--- config.mk ---
export PLATFORM = sky130hd
export DESIGN_NAME = mem_ctrl_flat
export DESIGN_NICKNAME = d
export VERILOG_FILES = /design/src/rtl/mem_ctrl_if.sv /design/src/rtl/mem_ctrl.sv /design/src/flat_wrapper.sv
export SDC_FILE = /design/constraint.sdc
export NUM_CORES = 1
export LEC_CHECK = 0
export ABC_AREA = 1
export ABC_CLOCK_PERIOD_IN_PS = 900
export CORE_AREA = 2 2 62 64
export DETAILED_ROUTE_END_ITERATION = 7
export DIE_AREA = 0 0 64 66
export PLACE_DENSITY = 0.73
export SLEW_MARGIN = 25
export SYNTH_ARGS = -nofsm -noshare
export SYNTH_HDL_FRONTEND = slang
export SYNTH_SLANG_ARGS = --single-unit
--- constraint.sdc ---
create_clock -name clk_i -period 0.9 [get_ports clk_i]
set_input_delay 0.09 -clock clk_i [delete_from_list [all_inputs] [get_ports clk_i]]
set_output_delay 0.09 -clock clk_i [all_outputs]
set_load 0.01 [all_outputs]
--- src/rtl/mem_ctrl_if.sv ---
// Core request/response and RAM pin bundle for mem_ctrl.
// slave = controller side, master = core + RAM side.
interface mem_ctrl_if;
   logic       req;
   logic       req_wr;
   logic       req_fetch2;
   logic [7:0] req_addr;
   logic [7:0] req_wdata;
   logic       busy;
   logic       done;
   logic [7:0] rdata0;
   logic [7:0] rdata1;
   logic       mem_cs;
   logic       mem_wr;
   logic [7:0] mem_addr;
   logic [7:0] mem_din;
   logic [7:0] mem_dout;

   modport master (
      output req, req_wr, req_fetch2, req_addr, req_wdata, mem_dout,
      input  busy, done, rdata0, rdata1, mem_cs, mem_wr, mem_addr, mem_din
   );

   modport slave (
      input  req, req_wr, req_fetch2, req_addr, req_wdata, mem_dout,
      output busy, done, rdata0, rdata1, mem_cs, mem_wr, mem_addr, mem_din
   );
endinterface

--- src/rtl/mem_ctrl.sv ---
// Byte RAM access controller: single write, single read, optional two-byte fetch.
// Define MEM_CTRL_FETCH2_EN to enable the fetch2 (opcode+operand) read.
module mem_ctrl (
   input  logic        clk_i,
   input  logic        rst_i,
   mem_ctrl_if.slave   bus
);

`ifdef MEM_CTRL_FETCH2_EN
   typedef enum logic [2:0] {IDLE, RD_WAIT, RD_CAP, RD2_WAIT, RD2_CAP, WR_DONE} state_e;
`else
   typedef enum logic [2:0] {IDLE, RD_WAIT, RD_CAP, WR_DONE} state_e;
`endif

   state_e     state_q, state_d;
   logic       cs_q, cs_d;
   logic       wr_q, wr_d;
   logic [7:0] addr_q, addr_d;
   logic [7:0] din_q, din_d;
   logic [7:0] rdata0_q, rdata0_d;
   logic       done_q, done_d;
   logic       busy_q;
`ifdef MEM_CTRL_FETCH2_EN
   logic       fetch2_q, fetch2_d;
   logic [7:0] rdata1_q, rdata1_d;
`else
   logic       unused_fetch2;
   assign unused_fetch2 = bus.req_fetch2;
`endif

   always_comb begin
      state_d  = state_q;
      cs_d     = cs_q;
      wr_d     = wr_q;
      addr_d   = addr_q;
      din_d    = din_q;
      rdata0_d = rdata0_q;
      done_d   = 1'b0;
`ifdef MEM_CTRL_FETCH2_EN
      fetch2_d = fetch2_q;
      rdata1_d = rdata1_q;
`endif
      case (state_q)
         IDLE: begin
            if (bus.req) begin
               cs_d   = 1'b0;
               addr_d = bus.req_addr;
               if (bus.req_wr) begin
                  wr_d    = 1'b0;
                  din_d   = bus.req_wdata;
                  state_d = WR_DONE;
               end else begin
                  wr_d    = 1'b1;
                  state_d = RD_WAIT;
`ifdef MEM_CTRL_FETCH2_EN
                  fetch2_d = bus.req_fetch2;
`endif
               end
            end
         end
         WR_DONE: begin
            cs_d    = 1'b1;
            wr_d    = 1'b1;
            done_d  = 1'b1;
            state_d = IDLE;
         end
         RD_WAIT: state_d = RD_CAP;
         RD_CAP: begin
            rdata0_d = bus.mem_dout;
`ifdef MEM_CTRL_FETCH2_EN
            // Keep CS low and step to the operand byte; address wraps at 0xFF.
            if (fetch2_q) begin
               addr_d  = addr_q + 8'd1;
               state_d = RD2_WAIT;
            end else
`endif
            begin
               cs_d    = 1'b1;
               done_d  = 1'b1;
               state_d = IDLE;
            end
         end
`ifdef MEM_CTRL_FETCH2_EN
         RD2_WAIT: state_d = RD2_CAP;
         RD2_CAP: begin
            rdata1_d = bus.mem_dout;
            cs_d     = 1'b1;
            done_d   = 1'b1;
            state_d  = IDLE;
         end
`endif
         default: begin
            cs_d    = 1'b1;
            wr_d    = 1'b1;
            state_d = IDLE;
         end
      endcase
   end

   always_ff @(posedge clk_i) begin
      if (rst_i) begin
         state_q  <= IDLE;
         cs_q     <= 1'b1;
         wr_q     <= 1'b1;
         addr_q   <= 8'h00;
         din_q    <= 8'h00;
         rdata0_q <= 8'h00;
         done_q   <= 1'b0;
         busy_q   <= 1'b0;
`ifdef MEM_CTRL_FETCH2_EN
         fetch2_q <= 1'b0;
         rdata1_q <= 8'h00;
`endif
      end else begin
         state_q  <= state_d;
         cs_q     <= cs_d;
         wr_q     <= wr_d;
         addr_q   <= addr_d;
         din_q    <= din_d;
         rdata0_q <= rdata0_d;
         done_q   <= done_d;
         // Registered copy of (state != IDLE) so BUSY tracks the state register.
         busy_q   <= (state_d != IDLE);
`ifdef MEM_CTRL_FETCH2_EN
         fetch2_q <= fetch2_d;
         rdata1_q <= rdata1_d;
`endif
      end
   end

   assign bus.busy     = busy_q;
   assign bus.done     = done_q;
   assign bus.rdata0   = rdata0_q;
   assign bus.mem_cs   = cs_q;
   assign bus.mem_wr   = wr_q;
   assign bus.mem_addr = addr_q;
   assign bus.mem_din  = din_q;
`ifdef MEM_CTRL_FETCH2_EN
   assign bus.rdata1   = rdata1_q;
`else
   assign bus.rdata1   = 8'h00;
`endif

endmodule

--- src/flat_wrapper.sv ---
// flat-port wrapper written by rule: the top's interface ports become plain ports
module mem_ctrl_flat 
  (clk_i, rst_i, bus_req, bus_req_wr, bus_req_fetch2, bus_req_addr, bus_req_wdata, bus_mem_dout, bus_busy, bus_done, bus_rdata0, bus_rdata1, bus_mem_cs, bus_mem_wr, bus_mem_addr, bus_mem_din);
  mem_ctrl_if bus_i ();
  input  logic clk_i;
  input  logic rst_i;
  input wire logic [$bits(bus_i.req)-1:0] bus_req;
  input wire logic [$bits(bus_i.req_wr)-1:0] bus_req_wr;
  input wire logic [$bits(bus_i.req_fetch2)-1:0] bus_req_fetch2;
  input wire logic [$bits(bus_i.req_addr)-1:0] bus_req_addr;
  input wire logic [$bits(bus_i.req_wdata)-1:0] bus_req_wdata;
  input wire logic [$bits(bus_i.mem_dout)-1:0] bus_mem_dout;
  output wire logic [$bits(bus_i.busy)-1:0] bus_busy;
  output wire logic [$bits(bus_i.done)-1:0] bus_done;
  output wire logic [$bits(bus_i.rdata0)-1:0] bus_rdata0;
  output wire logic [$bits(bus_i.rdata1)-1:0] bus_rdata1;
  output wire logic [$bits(bus_i.mem_cs)-1:0] bus_mem_cs;
  output wire logic [$bits(bus_i.mem_wr)-1:0] bus_mem_wr;
  output wire logic [$bits(bus_i.mem_addr)-1:0] bus_mem_addr;
  output wire logic [$bits(bus_i.mem_din)-1:0] bus_mem_din;
  assign bus_i.req = bus_req;
  assign bus_i.req_wr = bus_req_wr;
  assign bus_i.req_fetch2 = bus_req_fetch2;
  assign bus_i.req_addr = bus_req_addr;
  assign bus_i.req_wdata = bus_req_wdata;
  assign bus_i.mem_dout = bus_mem_dout;
  assign bus_busy = bus_i.busy;
  assign bus_done = bus_i.done;
  assign bus_rdata0 = bus_i.rdata0;
  assign bus_rdata1 = bus_i.rdata1;
  assign bus_mem_cs = bus_i.mem_cs;
  assign bus_mem_wr = bus_i.mem_wr;
  assign bus_mem_addr = bus_i.mem_addr;
  assign bus_mem_din = bus_i.mem_din;
  mem_ctrl u_core (.clk_i(clk_i), .rst_i(rst_i), .bus(bus_i));
endmodule
==> metrics.md <==
| Metric | Value |
|---|---|
| Drt wl/cell | `11.1 µm` |
| Req. time, crit path | `1.11 ns` |
| Dpl cells | `255` |
| Initial antenna violation count | `0` |
| Max frequency | `908 MHz` |
| Cell row count | `22` |
| Most frequent cells in the layout | `nor2_1 (33), clkdlybuf4s50_1 (27), buf_6 (27), dfxtp_2 (27), nand2_1 (22)` |
| Final hold violation count | `0` |
| Area grow syn2layout | `76.0%` |
| Clock skew | `0.00582 ns` |
| Crit path time final | `1.10 ns` |
| Combinational family with the most area after synthesis | `simple AND/OR/NAND/NOR gates` |
| Post-Synth Simple-Gate Area | `25.7%` |
| DR pass1 iterations | `4` |
| Final hold slack | `0.300 ns` |
| Global-route wire length before repair | `4690 µm` |
| Placed inst area | `1830 µm²` |
| CTS tree | `yes` |
| Post-Synth XOR/XNOR Area | `0%` |
| Sink Count | `31` |
| Post-synthesis sequential area ratio | `53.3%` |
| RD Place Congestion | `0.816` |
| #FFs+latches synth | `31` |
| Iter 0 DRT Violations | `61` |
| CTS buffer count | `5` |
| PD cells | `1370 nW/µm²` |
| Commonest non-fill, non-tap cell in the layout | `nor2_1` |
| Post-layout net count | `250` |
| Antenna Cells | `0` |
| CP max stage delay | `0.34 ns` |
| P_leak | `0.895 nW` |
| Routed Antenna Nets | `0` |
| Worst min-delay path class | `input pin to register` |
| FILL cells | `326` |
| Final period util | `122%` |
| Crit start category | `register` |
| Post-synthesis adder-cell area fraction | `0%` |
| Htree depth | `2` |
| Via count | `1190` |
| Slowest-stage cell, CP | `dfxtp_2` |
| IO Count | `65` |
| Critical path class | `register to register` |
| Number of vias per cell | `4.41` |
| Post-Route WL | `3010 µm` |
| Synth Area in Compound Gates | `11.3%` |
| Die area | `4220 µm²` |
| Final Non-Filler Cells | `270` |
| Vias in the first global route | `1038` |
| Crit Path Max Fanout | `5` |
| # Max-Cap Violations | `0` |
| Outcome | `finished, violations left` |
| Synth cell types | `20` |
| Gr ovfl total | `0` |
| Synth Instances | `143` |
| Peak supply drop | `0.000745 V` |
| Worst-path clk slew | `0.09 ns` |
| Syn_area_per_cell | `8.15 µm²` |
| Failing checks | `setup timing` |
| Core Area | `3550 µm²` |
| Slew Viols, Final | `0` |
| Max Root-Sink Buffers | `2` |
| Share of cells above drive strength 1 | `41.4%` |
| RSZ-0062 raised after global routing | `true` |
| PortBufs | `55` |
| Final Cell Area | `2050 µm²` |
| Critical-path cell list | `nor2_4 > buf_4 > buf_6 > nand3_2 > nand4_1 > nand3_1` |
| Die W | `64 µm` |
| Proportion of synthesized area in mux cells | `0%` |
| Clock Latency Late Sink | `0.32 ns` |
| Initial Utilization | `32.8%` |
| Final setup violation count | `29` |
| Largest net degree at the start of global routing | `11` |
| CTS Root Cell | `clkbuf_4` |
| Mapped cell area | `1160 µm²` |
| Worst Setup End Kind | `register` |
| HPWL Detailed | `2010 µm` |
| Remaining DRCs | `0` |
| Die H | `66 µm` |
| Count of yosys warnings during synthesis | `0` |
| Final Worst Setup Slack | `-0.201 ns` |
| CP arrival | `1.32 ns` |
| GRT Total Usage | `14.7%` |
[state kept, by name, indices dropped and copies added, names as in the netlist]
register             count
u_core.state_q           3
u_core.bus.mem_cs        1
u_core.bus.mem_addr      8
u_core.bus.mem_wr        1
u_core.bus.done          1
u_core.bus.mem_din       8
u_core.bus.rdata0        8
u_core.bus.busy          1
[layout make-up]
cell class	count	area (µm²)	share of cell area [%]
clock inverters	2	12.5	0.610
repair buffers	74	752	36.7
inverters	5	23.8	1.16
multi-input cells	104	507	24.7
clock buffers	6	41.3	2.01
flip-flops and latches	31	654	31.9
well taps	48	60.1	2.93
[stage by stage]
step,total power [mW],TNS [ns],setup slack [ns],util (%)
floorplan,1.71,-1.41,-0.0666,-
global placement,1.98,-8.43,-0.353,51.6
detailed placement,1.99,-9.43,-0.403,51.6
CTS,2.78,-4.27,-0.181,53.2
global route,2.97,-6.49,-0.253,57.8
finish,2.81,-4.14,-0.201,57.8
[worst max-delay path: cells and delay by family, from the launching register on]
| family | cells | cell delay, ns |
|---|---|---|
| simple gates | 4 | 0.42 |
| flops | 1 | 0.34 |
| buf+inv | 2 | 0.23 |
[cells by family (layout without fill, tap and decap cells)]
logic type / Yosys count / count (layout)
compound gates: 26 / 26
buf+inv: 17 / 87
flops: 31 / 31
other cells: 1 / 9
simple gates: 68 / 69
[repair_timing]
action                                  in CTS  in global routing
endpoints found under the setup margin      57                 56
pin swaps                                    2                  0
cloned                                       2                  0
gates resized for setup                    149                 23
buffers inserted                             2                  3
hold buffers                                 0                  0
[path summary, 6_finish.rpt]
| check | from | cells after the start | to | slack (ns) |
|---|---|---|---|---|
| hold / removal | bus_req_addr[6] | 3 | u_core.bus.mem_addr[6] | 0.30 |
| setup / recovery | u_core.state_q[2] | 6 | u_core.bus.mem_wr | -0.20 |
| setup reg to reg | u_core.state_q[2] | 6 | u_core.bus.mem_wr | -0.20 |
| hold reg to reg | u_core.bus.mem_addr[0] | 2 | u_core.bus.mem_addr[0] | 0.47 |
[routing by layer]
metal	GRT usage [%]	vias up	routed length [µm]
li1	-	605	-
met3	5.79	5	227
met4	7.34	0	39
met5	0	-	0
met2	24.1	43	1470
met1	16.7	537	1260
[cell usage after synthesis (all sizes together)]
master	instances	area share (%)
dfxtp	31	53
nor3	2	0.86
a31oi	1	0.54
inv	5	1.6
nor2	35	13
clkbuf	1	0.32
conb	1	0.32
buf	11	7.5
nand2	23	7.4
a21oi	9	3.9
o21ai	16	6.9
nand3b	1	0.64
nand3	5	2.6
nand4	2	1.6
[power by group]
group          switching (mW)  total [mW]  leakage [nW]  internal (mW)
registers              0.0429        1.49         0.263           1.44
logic                   0.222       0.537         0.604          0.316
clock network           0.480       0.781        0.0282          0.301
(Power assumes the default switching activity.)
==> edit (same flow settings) <==
Add a define of `MEM_CTRL_FETCH2_EN`.
--- a/src/rtl/mem_ctrl.sv
+++ b/src/rtl/mem_ctrl.sv
@@ -1,5 +1,7 @@
 // Byte RAM access controller: single write, single read, optional two-byte fetch.
 // Define MEM_CTRL_FETCH2_EN to enable the fetch2 (opcode+operand) read.
+`define MEM_CTRL_FETCH2_EN
+
 module mem_ctrl (
    input  logic        clk_i,
    input  logic        rst_i,
Check against the original RTL: not equivalent (Yosys sat finds a counterexample within 4 cycles, from zero or initial values and one cycle with rst_i high).
==> edit against the original RTL <==
Via count rose by 67%. Worst hold slack got worse by 16 ps. Design area rose by 55%. Clock power rose by 27%. Die area did not move. Wire length rose by 83%. Sequential power rose by 36%. Power rose by 51%. Synthesized area rose by 48%. Non-clock buffer count rose by 37. Worst setup slack got worse by 160 ps. Critical endpoint is now u_core.bus.rdata0[4]. Largest power group unchanged. First-iteration DRC count rose by 80%. Sequential cell count rose by 9. The flow still finishes with violations (negative setup slack).
==> edit: results <==
[place]
dp_slack_ps = -464
dp_hpwl_mm = 3.10
place_area_sq_mm = 0.00266
place.gp.congestion = 0.804
port_buffers = 64

[power_and_ir_drop]
irDropWorstVdd_mv = 1.11
power_leakage_uw = 0.00138

[critical_path]
crit_slowest_cell = "dfxtp_4"
critPathMaxFanout = 8
max_stage_delay_ps = 390
cp_top_family = "flip-flops"
crit_arrival_ps = 1530

[global_route]
grt_max_degree = 25
grt_usage_pct = 25.6
grt_pass1_vias = 1886
grt_pass1_wl_mm = 8.29

[sta]
finalSetupViolCount = 75
clock_skew_ps = 3.48
layout_setup_ws_ps = -360

[status]
status = "finished, violations left"
violations = "negative setup slack"

[layout]
n_fill_cell = 157
design.final.nets = 373
drive_gt1_share_pct = 50.9

[clock_tree]
clock_latency_ps = 360
clk_pin_slew_ps = 120

[yosys]
yosys-top-cells-count = "nor2_1, dfxtp_1, nand2_1"
yosysSeqAreaShare_pct = 46.5
synth.distinct_cells = 30
synth.area.top_cells = "dfxtp_1, nor2_1, o21ai_0"
ys_dominant_reg_cell = "dfxtp_1"

[route]
viasPerCell = 5.07
wl_per_cell_um = 14.0
drtIter0Drc = 110
[edit: cell count changes in the layout (fill, tap and decap cells not counted), sizes merged, moves of 2 or more]
cell and delta:
a21oi +6, buf +35, clkbuf +2, conb -9, dfxtp +9, inv +17
nand2 +17, nand3 +17, nand4 -2, nor2 +12, o21ai +12, or2 +2
[edit: cells by family after synthesis]
group                      after synthesis  synth area share [%]
adders and majority gates                1                 0.727
and+or+nand+nor                        112                  28.6
xor gates and xnor gates                 1                 0.509
DFF                                     40                  46.5
buffers and inverters                   30                  8.14
AOI/OAI and AO/OA                       49                  15.6
[edit: cell type report]
type / count / area share [%]
repair buffers: 111 / 36.1
multi-input cells: 164 / 29.9
flip-flops and latches: 40 / 27.2
inverters: 21 / 2.95
well taps: 48 / 1.89
clock buffers: 7 / 1.73
clock inverters: 1 / 0.197
[edit: repair_timing]
item | CTS | global route
endpoints found under the setup margin | 76 | 76
buffers inserted | 11 | 11
pin swaps | 8 | 13
cloned | 1 | 1
gates resized for setup | 260 | 28
[edit: metrics by stage]
step                total power (uW)  TNS [ps]  cells  hold WS (ps)  util, %
global placement                2940    -12240    363           444     74.9
floorplan                       2410     -6190    233           225        -
detailed placement              2950    -13000    363           448     74.9
global route                    4450    -15970    392           268     89.6
CTS                             4110     -9880    383           279     85.2
finish                          4230    -12410    392           284     89.6
[edit: path summary, 6_finish.rpt]
path / slack (ps) / depth (start not counted) / from / endpoint
hold reg to reg: 470 / 2 / u_core.bus.mem_din[5] / u_core.bus.mem_din[5]
hold / removal: 280 / 3 / bus_req_wdata[1] / u_core.bus.mem_din[1]
setup reg to reg: -360 / 6 / u_core.state_q[0] / u_core.bus.rdata0[4]
setup / recovery: -360 / 6 / u_core.state_q[0] / u_core.bus.rdata0[4]
[edit: layer usage]
layer / share of wire (%) / GRT usage (%) / vias to the layer above / wire, um
met2: 50 / 45.6 / 72 / 2760
li1: - / - / 980 / -
met3: 5.5 / 6.13 / 18 / 305
met5: 0 / 0 / - / 0
met1: 41 / 28.1 / 916 / 2270
met4: 3.1 / 13.6 / 0 / 171
[edit: worst min-delay path, cell delays in order]
cell	delay (ps)
clkdlybuf4s50_1	400
nand3_1	80
a21oi_1	60
[edit: where the power goes]
part,internal [uW],switching [uW],leakage [uW]
Combinational,689,539,0.000997
Clock,385,604,0.0000358
Sequential,1900,112,0.000345
